`config.mk`:
```
export PLATFORM = sky130hd
export DESIGN_NAME = uart_top
export DESIGN_NICKNAME = d
export VERILOG_FILES = /design/src/rtl/uart_pkg.sv /design/src/rtl/uart_rx.sv /design/src/rtl/uart_top.sv
export SDC_FILE = /design/constraint.sdc
export NUM_CORES = 1
export LEC_CHECK = 0
export CAP_MARGIN = 40
export CORE_UTILIZATION = 45
export CTS_BUF_LIST = sky130_fd_sc_hd__clkbuf_4 sky130_fd_sc_hd__clkbuf_8 sky130_fd_sc_hd__clkbuf_16
export DETAILED_ROUTE_END_ITERATION = 10
export HOLD_SLACK_MARGIN = 0.02
export PLACE_DENSITY_LB_ADDON = 0.08
export SETUP_SLACK_MARGIN = 0.15
export SYNTH_ARGS = -nofsm -noshare
export SYNTH_HDL_FRONTEND = slang
export SYNTH_SLANG_ARGS = --single-unit
```
`constraint.sdc`:
```
create_clock -name clk -period 4.6 [get_ports clk]
set_clock_uncertainty 0.2 [all_clocks]
set_input_delay 0.46 -clock clk [delete_from_list [all_inputs] [get_ports clk]]
set_output_delay 0.46 -clock clk [all_outputs]
set_load 0.02 [all_outputs]
```
`src/rtl/uart_pkg.sv`:
```
// uart_pkg: shared state encodings, frame width and baud divisor helper for the UART core.
`default_nettype none

package uart_pkg;

  localparam int DATA_BITS = 8;

  typedef enum logic [2:0] {
    TX_IDLE   = 3'd0,
    TX_START  = 3'd1,
    TX_DATA   = 3'd2,
    TX_PARITY = 3'd3,
    TX_STOP   = 3'd4
  } tx_state_e;

  // RX_BREAK holds off re-arming after a framing error until the line returns high.
  typedef enum logic [2:0] {
    RX_IDLE   = 3'd0,
    RX_START  = 3'd1,
    RX_DATA   = 3'd2,
    RX_PARITY = 3'd3,
    RX_STOP   = 3'd4,
    RX_BREAK  = 3'd5
  } rx_state_e;

  function automatic int clks_per_bit(input int freq, input int baud);
    return freq / baud;
  endfunction

endpackage

`default_nettype wire

```
`src/rtl/uart_rx.sv`:
```
// uart_rx: two-flop synchronizer and mid-bit sampling receive FSM.
// Even parity check is compiled in when UART_PARITY_EN is defined.
`default_nettype none

module uart_rx
  import uart_pkg::*;
#(
  parameter int CLKS_PER_BIT = 434
) (
  input  logic                 clk,
  input  logic                 rst,
  input  logic                 rx_serial,
  output logic [DATA_BITS-1:0] rx_data,
  output logic                 rx_ready,
  output logic                 rx_error
);

  localparam int CNT_W = $clog2(CLKS_PER_BIT);
  localparam int BIT_W = $clog2(DATA_BITS);
  localparam logic [CNT_W-1:0] CNT_LAST = CNT_W'(CLKS_PER_BIT - 1);
  localparam logic [CNT_W-1:0] CNT_HALF = CNT_W'(CLKS_PER_BIT / 2 - 1);
  localparam logic [BIT_W-1:0] BIT_LAST = BIT_W'(DATA_BITS - 1);

  logic sync1_q, sync2_q, line_prev_q;
  logic line, fall;

  rx_state_e            state_q, state_d;
  logic [CNT_W-1:0]     cnt_q, cnt_d;
  logic [BIT_W-1:0]     bit_q, bit_d;
  logic [DATA_BITS-1:0] shift_q, shift_d;
  logic [DATA_BITS-1:0] data_q, data_d;
  logic                 ready_q, ready_d;
  logic                 error_q, error_d;
  logic                 frame_ok;

  assign line = sync2_q;
  assign fall = line_prev_q & ~sync2_q;

`ifdef UART_PARITY_EN
  logic par_err_q, par_err_d;
  assign frame_ok = line & ~par_err_q;
`else
  assign frame_ok = line;
`endif

  always_comb begin
    state_d = state_q;
    cnt_d   = cnt_q;
    bit_d   = bit_q;
    shift_d = shift_q;
    data_d  = data_q;
    ready_d = ready_q;
    error_d = error_q;
`ifdef UART_PARITY_EN
    par_err_d = par_err_q;
`endif
    case (state_q)
      RX_IDLE: begin
        cnt_d = '0;
        bit_d = '0;
        if (fall) begin
          state_d = RX_START;
          ready_d = 1'b0;
          error_d = 1'b0;
        end
      end
      RX_START: begin
        cnt_d = cnt_q + 1'b1;
        if (cnt_q == CNT_HALF) begin
          cnt_d   = '0;
          state_d = line ? RX_IDLE : RX_DATA;
        end
      end
      RX_DATA: begin
        cnt_d = cnt_q + 1'b1;
        if (cnt_q == CNT_LAST) begin
          cnt_d   = '0;
          shift_d = {line, shift_q[DATA_BITS-1:1]};
          bit_d   = bit_q + 1'b1;
          if (bit_q == BIT_LAST) begin
`ifdef UART_PARITY_EN
            state_d = RX_PARITY;
`else
            state_d = RX_STOP;
`endif
          end
        end
      end
`ifdef UART_PARITY_EN
      RX_PARITY: begin
        cnt_d = cnt_q + 1'b1;
        if (cnt_q == CNT_LAST) begin
          cnt_d     = '0;
          par_err_d = line ^ (^shift_q);
          state_d   = RX_STOP;
        end
      end
`endif
      RX_STOP: begin
        cnt_d = cnt_q + 1'b1;
        if (cnt_q == CNT_LAST) begin
          cnt_d = '0;
          if (frame_ok) begin
            data_d  = shift_q;
            ready_d = 1'b1;
            state_d = RX_IDLE;
          end else begin
            error_d = 1'b1;
            state_d = line ? RX_IDLE : RX_BREAK;
          end
        end
      end
      RX_BREAK: begin
        if (line) state_d = RX_IDLE;
      end
      default: state_d = RX_IDLE;
    endcase
  end

  always_ff @(posedge clk or negedge rst) begin
    if (!rst) begin
      sync1_q     <= 1'b1;
      sync2_q     <= 1'b1;
      line_prev_q <= 1'b1;
      state_q     <= RX_IDLE;
      cnt_q       <= '0;
      bit_q       <= '0;
      shift_q     <= '0;
      data_q      <= '0;
      ready_q     <= 1'b0;
      error_q     <= 1'b0;
`ifdef UART_PARITY_EN
      par_err_q   <= 1'b0;
`endif
    end else begin
      sync1_q     <= rx_serial;
      sync2_q     <= sync1_q;
      line_prev_q <= sync2_q;
      state_q     <= state_d;
      cnt_q       <= cnt_d;
      bit_q       <= bit_d;
      shift_q     <= shift_d;
      data_q      <= data_d;
      ready_q     <= ready_d;
      error_q     <= error_d;
`ifdef UART_PARITY_EN
      par_err_q   <= par_err_d;
`endif
    end
  end

  assign rx_data  = data_q;
  assign rx_ready = ready_q;
  assign rx_error = error_q;

endmodule

`default_nettype wire

```
`src/rtl/uart_top.sv`:
```
// uart_top: full-duplex UART, inline TX FSM plus uart_rx receiver sharing one baud divisor.
// Define UART_PARITY_EN for an even parity bit after D7 (11-bit frame); default is 8N1.
`default_nettype none

module uart_top
  import uart_pkg::*;
#(
  parameter int CLOCK_FREQ = 50_000_000,
  parameter int BAUD_RATE  = 115_200
) (
  input  logic                 clk,
  input  logic                 rst,
  input  logic [DATA_BITS-1:0] tx_data,
  input  logic                 tx_start,
  output logic                 tx_serial,
  output logic                 tx_busy,
  output logic                 tx_done,
  input  logic                 rx_serial,
  output logic [DATA_BITS-1:0] rx_data,
  output logic                 rx_ready,
  output logic                 rx_error
);

  localparam int CLKS_PER_BIT = clks_per_bit(CLOCK_FREQ, BAUD_RATE);
  localparam int CNT_W = $clog2(CLKS_PER_BIT);
  localparam int BIT_W = $clog2(DATA_BITS);
  localparam logic [CNT_W-1:0] CNT_LAST = CNT_W'(CLKS_PER_BIT - 1);
  localparam logic [BIT_W-1:0] BIT_LAST = BIT_W'(DATA_BITS - 1);

  tx_state_e            tx_state_q, tx_state_d;
  logic [CNT_W-1:0]     tx_cnt_q, tx_cnt_d;
  logic [BIT_W-1:0]     tx_bit_q, tx_bit_d;
  logic [DATA_BITS-1:0] tx_data_q, tx_data_d;
  logic                 tx_serial_q, tx_serial_d;
  logic                 tx_done_q, tx_done_d;
  logic                 bit_end;

  assign bit_end = (tx_cnt_q == CNT_LAST);

  // tx_serial is registered so each bit starts exactly on a state transition.
  always_comb begin
    tx_state_d  = tx_state_q;
    tx_cnt_d    = tx_cnt_q;
    tx_bit_d    = tx_bit_q;
    tx_data_d   = tx_data_q;
    tx_serial_d = tx_serial_q;
    tx_done_d   = 1'b0;
    if (tx_state_q != TX_IDLE) begin
      tx_cnt_d = bit_end ? '0 : tx_cnt_q + 1'b1;
    end
    case (tx_state_q)
      TX_IDLE: begin
        tx_serial_d = 1'b1;
        if (tx_start) begin
          tx_state_d  = TX_START;
          tx_data_d   = tx_data;
          tx_cnt_d    = '0;
          tx_bit_d    = '0;
          tx_serial_d = 1'b0;
        end
      end
      TX_START: begin
        if (bit_end) begin
          tx_state_d  = TX_DATA;
          tx_serial_d = tx_data_q[0];
        end
      end
      TX_DATA: begin
        if (bit_end) begin
          if (tx_bit_q == BIT_LAST) begin
`ifdef UART_PARITY_EN
            tx_state_d  = TX_PARITY;
            tx_serial_d = ^tx_data_q;
`else
            tx_state_d  = TX_STOP;
            tx_serial_d = 1'b1;
`endif
          end else begin
            tx_bit_d    = tx_bit_q + 1'b1;
            tx_serial_d = tx_data_q[tx_bit_d];
          end
        end
      end
`ifdef UART_PARITY_EN
      TX_PARITY: begin
        if (bit_end) begin
          tx_state_d  = TX_STOP;
          tx_serial_d = 1'b1;
        end
      end
`endif
      TX_STOP: begin
        if (bit_end) begin
          tx_state_d = TX_IDLE;
          tx_done_d  = 1'b1;
        end
      end
      default: begin
        tx_state_d  = TX_IDLE;
        tx_serial_d = 1'b1;
      end
    endcase
  end

  always_ff @(posedge clk or negedge rst) begin
    if (!rst) begin
      tx_state_q  <= TX_IDLE;
      tx_cnt_q    <= '0;
      tx_bit_q    <= '0;
      tx_data_q   <= '0;
      tx_serial_q <= 1'b1;
      tx_done_q   <= 1'b0;
    end else begin
      tx_state_q  <= tx_state_d;
      tx_cnt_q    <= tx_cnt_d;
      tx_bit_q    <= tx_bit_d;
      tx_data_q   <= tx_data_d;
      tx_serial_q <= tx_serial_d;
      tx_done_q   <= tx_done_d;
    end
  end

  assign tx_serial = tx_serial_q;
  assign tx_busy   = (tx_state_q != TX_IDLE);
  assign tx_done   = tx_done_q;

  uart_rx #(
    .CLKS_PER_BIT(CLKS_PER_BIT)
  ) u_rx (
    .clk      (clk),
    .rst      (rst),
    .rx_serial(rx_serial),
    .rx_data  (rx_data),
    .rx_ready (rx_ready),
    .rx_error (rx_error)
  );

endmodule

`default_nettype wire

```
==> results.py <==
metrics = {
    "status": {
        "status": "complete, no violations",
    },
    "final_layout": {
        "antenna_cells": 0,
        "nNetsFinal": 327,
        "fillers": 584,
        "fin_util": 0.5509,
        "finish.instance_area_um2": 3538,
        "area_growth_pct": 16.28,
        "drive_gt1_frac": 0.1865,
    },
    "routing": {
        "drc": 0,
        "dr.first_iter.drc_count": 92,
        "routed_wl_mm": 5.643,
        "postRouteAntennaNets": 0,
        "via_count": 2172,
        "wl_per_cell_um": 14.54,
        "viasPerCell": 5.598,
        "dr.pass1.iters": 4,
    },
    "critical_path": {
        "critPathKind": "flop to primary output",
        "required_ns": 3.94,
        "arrival_ns": 2.01,
        "crit_fanout": 9,
        "slowest_delay_ns": 0.57,
        "slowest_stage": "clkdlybuf4s50_1",
        "critPathCaptureType": "primary output",
        "crit_chain": "nor3_1 -> inv_1 -> clkdlybuf4s50_1",
        "start_kind": "flop",
    },
    "timing": {
        "period_share": 0.5800,
        "min_period_ns": 2.668,
        "setup_viol": 0,
        "slew_headroom": 0.5829,
        "max_freq_ghz": 0.3748,
        "report.final.slew_viol_count": 0,
        "finalHoldViolCount": 0,
        "fin_setup_tns_ns": 0,
        "tightest_slew_ns": 0.6233,
        "rsz0062_at_grt": "no",
    },
    "floorplan": {
        "fp.dieW_um": 84.23,
        "io_pins": 25,
        "die_h_um": 84.23,
        "start_util": 0.4738,
        "core_area_um2": 6422,
        "row_count": 29,
        "dieArea_um2": 7095,
    },
    "pwr": {
        "leakage_nw": 1.597,
        "power.density_nw_per_um2": 425.3,
        "ir_drop_v": 0.0002153,
    },
    "job": {
        "cap_violations": 0,
    },
    "global_routing": {
        "grt_max_degree": 40,
        "track_usage": 0.1758,
        "antenna_found_initial": 0,
        "overflow": 0,
        "grt_pass1_vias": 2093,
        "grt_first_pass_wirelength_mm": 9.804,
    },
    "cts": {
        "clock-root-buffer": "clkbuf_8",
        "clk_pin_slew_ns": 0.07,
        "cts_num_sinks": 61,
        "cts_made_buffers": 9,
        "post_cts_resize_count": 0,
        "cts_max_path_buffers": 2,
        "cts_tree": "done",
        "worstSkewPairLatency_ns": 0.33,
        "htreeDepth": 3,
    },
    "yosys": {
        "synth_cell_types": 55,
        "syn_inst": 280,
        "syn_nets": 301,
        "post_synth.cell_area_avg_um2": 10.87,
        "synth_top_cell_area_share": 0.4688,
        "async_flop_share": 1.000,
        "ys_ff_latch": 61,
        "yosys_warnings": 0,
        "ys.flop_type": "dfrtp_1",
        "synth_edf_count": 0,
        "syn-cell-area_um2": 3043,
        "synth_area_leaders": "dfrtp_1 (47%), mux2_2 (8.9%), nand2_1 (4.1%)",
        "yosys.area.top_type": "dfrtp_1",
        "seq_area_frac_synth": 0.5033,
    },
    "placed_design": {
        "place_area_um2": 3328,
        "dpl.hpwl_mm": 3.808,
        "finalWeightedCongestion": 0.8406,
        "port_buffers": 24,
    },
    "min_path": {
        "hold_class": "flop to flop",
    },
}
per-layer routing:
layer / wire, um / global-route usage
met1: 2815 / 0.2433
met5: 0 / 0
met3: 159 / 0.03147
met4: 127 / 0.09404
met2: 2541 / 0.2645
critical path, delay by kind of cell, from the launching register on:
family	cells	cell delay, ns
buffers and inverters	2	0.74
and+or+nand+nor	1	0.48
DFF	1	0.46
state kept, by name, summed over array words and instances (netlist names):
register          count
tx_cnt_q              9
u_rx.rx_data          8
tx_done               1
u_rx.cnt_q            9
u_rx.rx_ready         1
u_rx.sync1_q          1
tx_state_q            3
u_rx.bit_q            3
u_rx.shift_q          8
tx_bit_q              3
u_rx.frame_ok         1
tx_data_q             8
tx_serial             1
u_rx.state_q          3
u_rx.line_prev_q      1
u_rx.rx_error         1
layout by cell type (no fill, tap or decap), types with 2 or more instances in the layout:
cell type        synthesis  routed
o21ai_0                 11      11
a31oi_1                  3       3
and3_1                   2       2
a211oi_1                 2       2
or3b_2                   2       2
clkbuf_8                 0      10
nand2b_1                 5       5
o311ai_1                 4       4
inv_1                   13      13
nand3_1                  8       8
ha_1                     9       9
clkinv_2                 0       2
clkbuf_4                 0       2
or2_2                    2       2
nor4_1                   2       2
mux2_2                  24      24
clkdlybuf4s50_1          0      23
dfrtp_1                 57      57
a21oi_1                 15      15
nand4_1                  3       3
o211ai_1                 5       5
o31ai_1                  2       2
o221a_2                  2       2
nand2_1                 33      33
nor3_1                   5       5
and2_1                   2       2
mux4_2                   2       2
dfstp_2                  4       4
mux2i_1                  8       8
o221ai_1                 2       2
nor2_1                  16      16
o22ai_1                  2       2
logic make-up (layout without fill, tap and decap cells):
kind of cell / after synthesis / after routing / share of synthesized area
buf+inv: 24 / 55 / 0.03372
simple gates: 93 / 93 / 0.1645
fa+ha+maj: 9 / 9 / 0.03701
compound gates: 58 / 58 / 0.1287
xor+xnor: 1 / 1 / 0.002879
flops: 61 / 61 / 0.5033
mux: 34 / 34 / 0.1299
power breakdown:
group | total (mW) | internal [mW] | switching [mW]
Combinational | 0.299 | 0.155 | 0.144
Clock | 0.476 | 0.275 | 0.200
Sequential | 0.730 | 0.632 | 0.0979
Total | 1.50 | 1.06 | 0.442
synthesized netlist by cell type (2+ instances only):
cell,instances
o221a_2,2
inv_1,13
nand2_1,33
or3b_2,2
or2_2,2
a31oi_1,3
a21oi_1,15
nor4_1,2
nor3_1,5
nand2b_1,5
o221ai_1,2
dfstp_2,4
buf_2,4
and2_1,2
ha_1,9
mux2_2,24
mux2i_1,8
nand4_1,3
a211oi_1,2
nor2_1,16
o22ai_1,2
clkbuf_1,6
nand3_1,8
o31ai_1,2
mux4_2,2
o211ai_1,5
and3_1,2
o311ai_1,4
o21ai_0,11
dfrtp_1,57
through the flow:
stage               setup slack, ns  instances  hold slack [ns]  total power, mW
global route                  1.750        388           0.1651            1.609
finish                        1.932        388           0.1587            1.505
detailed placement            2.136        371           0.1501            1.039
CTS                           1.897        388           0.1603            1.525
global placement              2.159        371           0.1464            1.034
floorplan                     2.455        280         -0.03559           0.9468
path summary, 6_finish.rpt:
check | from | endpoint | slack, ns | cells past startpoint
max in group asynchronous | rst | u_rx.frame_ok | 2.85 | 3
min in group asynchronous | rst | tx_cnt_q[3] | 0.45 | 2
worst max register to register | u_rx.cnt_q[2] | u_rx.shift_q[6] | 2.14 | 3
worst min register to register | u_rx.sync1_q | u_rx.frame_ok | 0.16 | 0
worst max-delay path | tx_state_q[2] | tx_busy | 1.93 | 3
worst min-delay path | u_rx.sync1_q | u_rx.frame_ok | 0.16 | 0
final cells by class:
cell class	instances	area (um^2)	area share
Tap cell	77	96.34	0.02723
Sequential cell	61	1531	0.4328
Multi-Input combinational cell	195	1409	0.3982
Inverter	13	48.80	0.01379
Clock inverter	4	47.55	0.01344
Clock buffer	12	152.6	0.04314
Timing Repair Buffer	26	252.7	0.07143
repair_timing:
| item | CTS | global route |
|---|---|---|
| setup buffers | 0 | 0 |
| endpoints found under the setup margin | 0 | 0 |
| hold endpoints to repair | 21 | 0 |
| hold buffers | 1 | 0 |
(Power assumes the default switching activity.)
==> edit: new RTL, same settings <==
Make the reset (`rst`) synchronous in 2 clocked blocks.
--- a/src/rtl/uart_rx.sv
+++ b/src/rtl/uart_rx.sv
@@ -117,7 +117,7 @@
     endcase
   end
 
-  always_ff @(posedge clk or negedge rst) begin
+  always_ff @(posedge clk) begin
     if (!rst) begin
       sync1_q     <= 1'b1;
       sync2_q     <= 1'b1;
--- a/src/rtl/uart_top.sv
+++ b/src/rtl/uart_top.sv
@@ -102,7 +102,7 @@
     endcase
   end
 
-  always_ff @(posedge clk or negedge rst) begin
+  always_ff @(posedge clk) begin
     if (!rst) begin
       tx_state_q  <= TX_IDLE;
       tx_cnt_q    <= '0;
Check against the original RTL: differs if rst is asserted again (counterexample within 4 cycles, from zero or initial values and one cycle with rst low); with rst held inactive, the same outputs for 10 cycles.
==> edit against the unedited design <==
Worst setup slack better by 0.076 ns. Final area is 3.5% lower. Routed wire length rose by 1.3%. Critical path type is now input pin to flip-flop. Power is 4.7% lower. Via count rose by 9.7%. Count of clock-buffer cells in the layout stayed put. Sequential cell count unchanged. Combinational power fell by 4%. Synthesized area shrank 3.4%.
==> edit: results <==
run_status:
  outcome: "completed"
synth:
  muxShareOfSynthArea_pct: 9.37
  postSynthCellCount: 334
  synth_cell_types: 62
  synth_top_cells_by_area: "dfxtp_1 (42%), mux2i_1 (7.8%), nor2_1 (4.7%)"
  synthXorXnorAreaFrac_pct: 1.19
  synth_ff_type: "dfxtp_1"
  synthArstFlopShare_pct: 0
  synth_warnings: 0
  syn_nets: 355
  synth_compound_area_share_pct: 13.8
  ys_seq_area_share_pct: 41.5
  yosys.area_share.adder_pct: 4.17
  yosys-top-cells-count: "dfxtp_1 (61), nor2_1 (37), nand2_1 (35)"
finish:
  top_regs: "tx_cnt_q x9, u_rx.cnt_q x9"
  fin_cells: 433
  nets: 372
  antenna-diode-count: 0
  drive_gt1_share_pct: 8.99
global_route:
  grt_start_max_net_pins: 47
  grt_usage_pct: 18.0
  grt_pass1_vias: 2178
  grt_pass1_wl_um: 10000
  antenna_found_initial: 0
cts:
  cts.repair.resized: 0
  cts_buffers: 9
  postCtsSetupRepairBufs: 0
  clk_latency_ns: 0.35
  cts_buffer_depth: 2
  root_buffer: "clkbuf_8"
drt:
  routedWlPerCell_um: 13.2
  first_pass_iters: 4
  drt_iter0_drc: 97
  vias: 2382
power:
  p_leak_nw: 1.19
  ir_drop_mv: 0.259
worst_setup_path:
  r2r_slack_ns: 2.39
  r2r-start: "u_rx.cnt_q[0]"
  crit_fanout: 46
  arrival_ns: 2.62
  worst-r2r-cell-count: 7
  worstSetupEndpoint: "u_rx.state_q[0]"
  timing.rr.end: "u_rx.cnt_q[6]"
  crit_start: "rst"
sta:
  max_slew_margin_pct: 44.5
  layout_min_cycle_time_ns: 2.59
place:
  detailed_place.area_um2: 3190
  gp_congestion: 0.802
  dpl.cell_count: 417
  port-buffer-count: 24
  pre_cts_ws_ns: 1.70
  hpwl_um: 3720
worst_hold_path:
  hold_path_depth: 1
-- edit: worst min-delay path by stage --
stage | from | end | slack (ns)
after detailed placement | u_rx.sync1_q | u_rx.frame_ok | 0.22
after global placement | u_rx.sync1_q | u_rx.frame_ok | 0.21
after global routing | u_rx.sync1_q | u_rx.frame_ok | 0.26
final | u_rx.sync1_q | u_rx.frame_ok | 0.22
after CTS | u_rx.sync1_q | u_rx.frame_ok | 0.23
after floorplan | u_rx.sync1_q | u_rx.frame_ok | 0.19
-- edit: power by group --
group | internal, mW | switching [mW]
Combinational | 0.124 | 0.165
Clock | 0.322 | 0.212
Sequential | 0.560 | 0.0510
-- edit: logic make-up (layout without fill, tap and decap cells) --
logic type,Yosys count,after routing
multiplexers,25,25
AND/OR/NAND/NOR,139,139
AO/OA/AOI/OAI,62,62
flip-flops,61,61
XOR/XNOR,4,4
adder cells (fa/ha/maj),10,10
buffers and inverters,33,55
-- edit: layout make-up --
type / instances / area, um^2
Multi-Input combinational cell: 240 / 1570
Clock buffer: 12 / 146
Timing Repair Buffer: 27 / 263
Sequential cell: 61 / 1220
Clock inverter: 4 / 72.6
Inverter: 12 / 45.0
Fill cell: 607 / 2900
Tap cell: 77 / 96.3
-- edit: layer usage --
layer  track usage, %  up-vias  wire length, um  part of all wire [%]
li1                 -     1220                -                     -
met1             23.9     1106             2910                    51
met2             27.1       45             2470                    43
met3             4.17       11              191                   3.3
met4             10.0        0              142                   2.5
met5                0        -                0                     0
-- edit: critical path, stage by stage --
cell and delay, ns:
clkdlybuf4s50_1 1.01, inv_1 0.13, buf_4 0.32, a21oi_1 0.20, o31ai_1 0.13, a2111oi_0 0.37
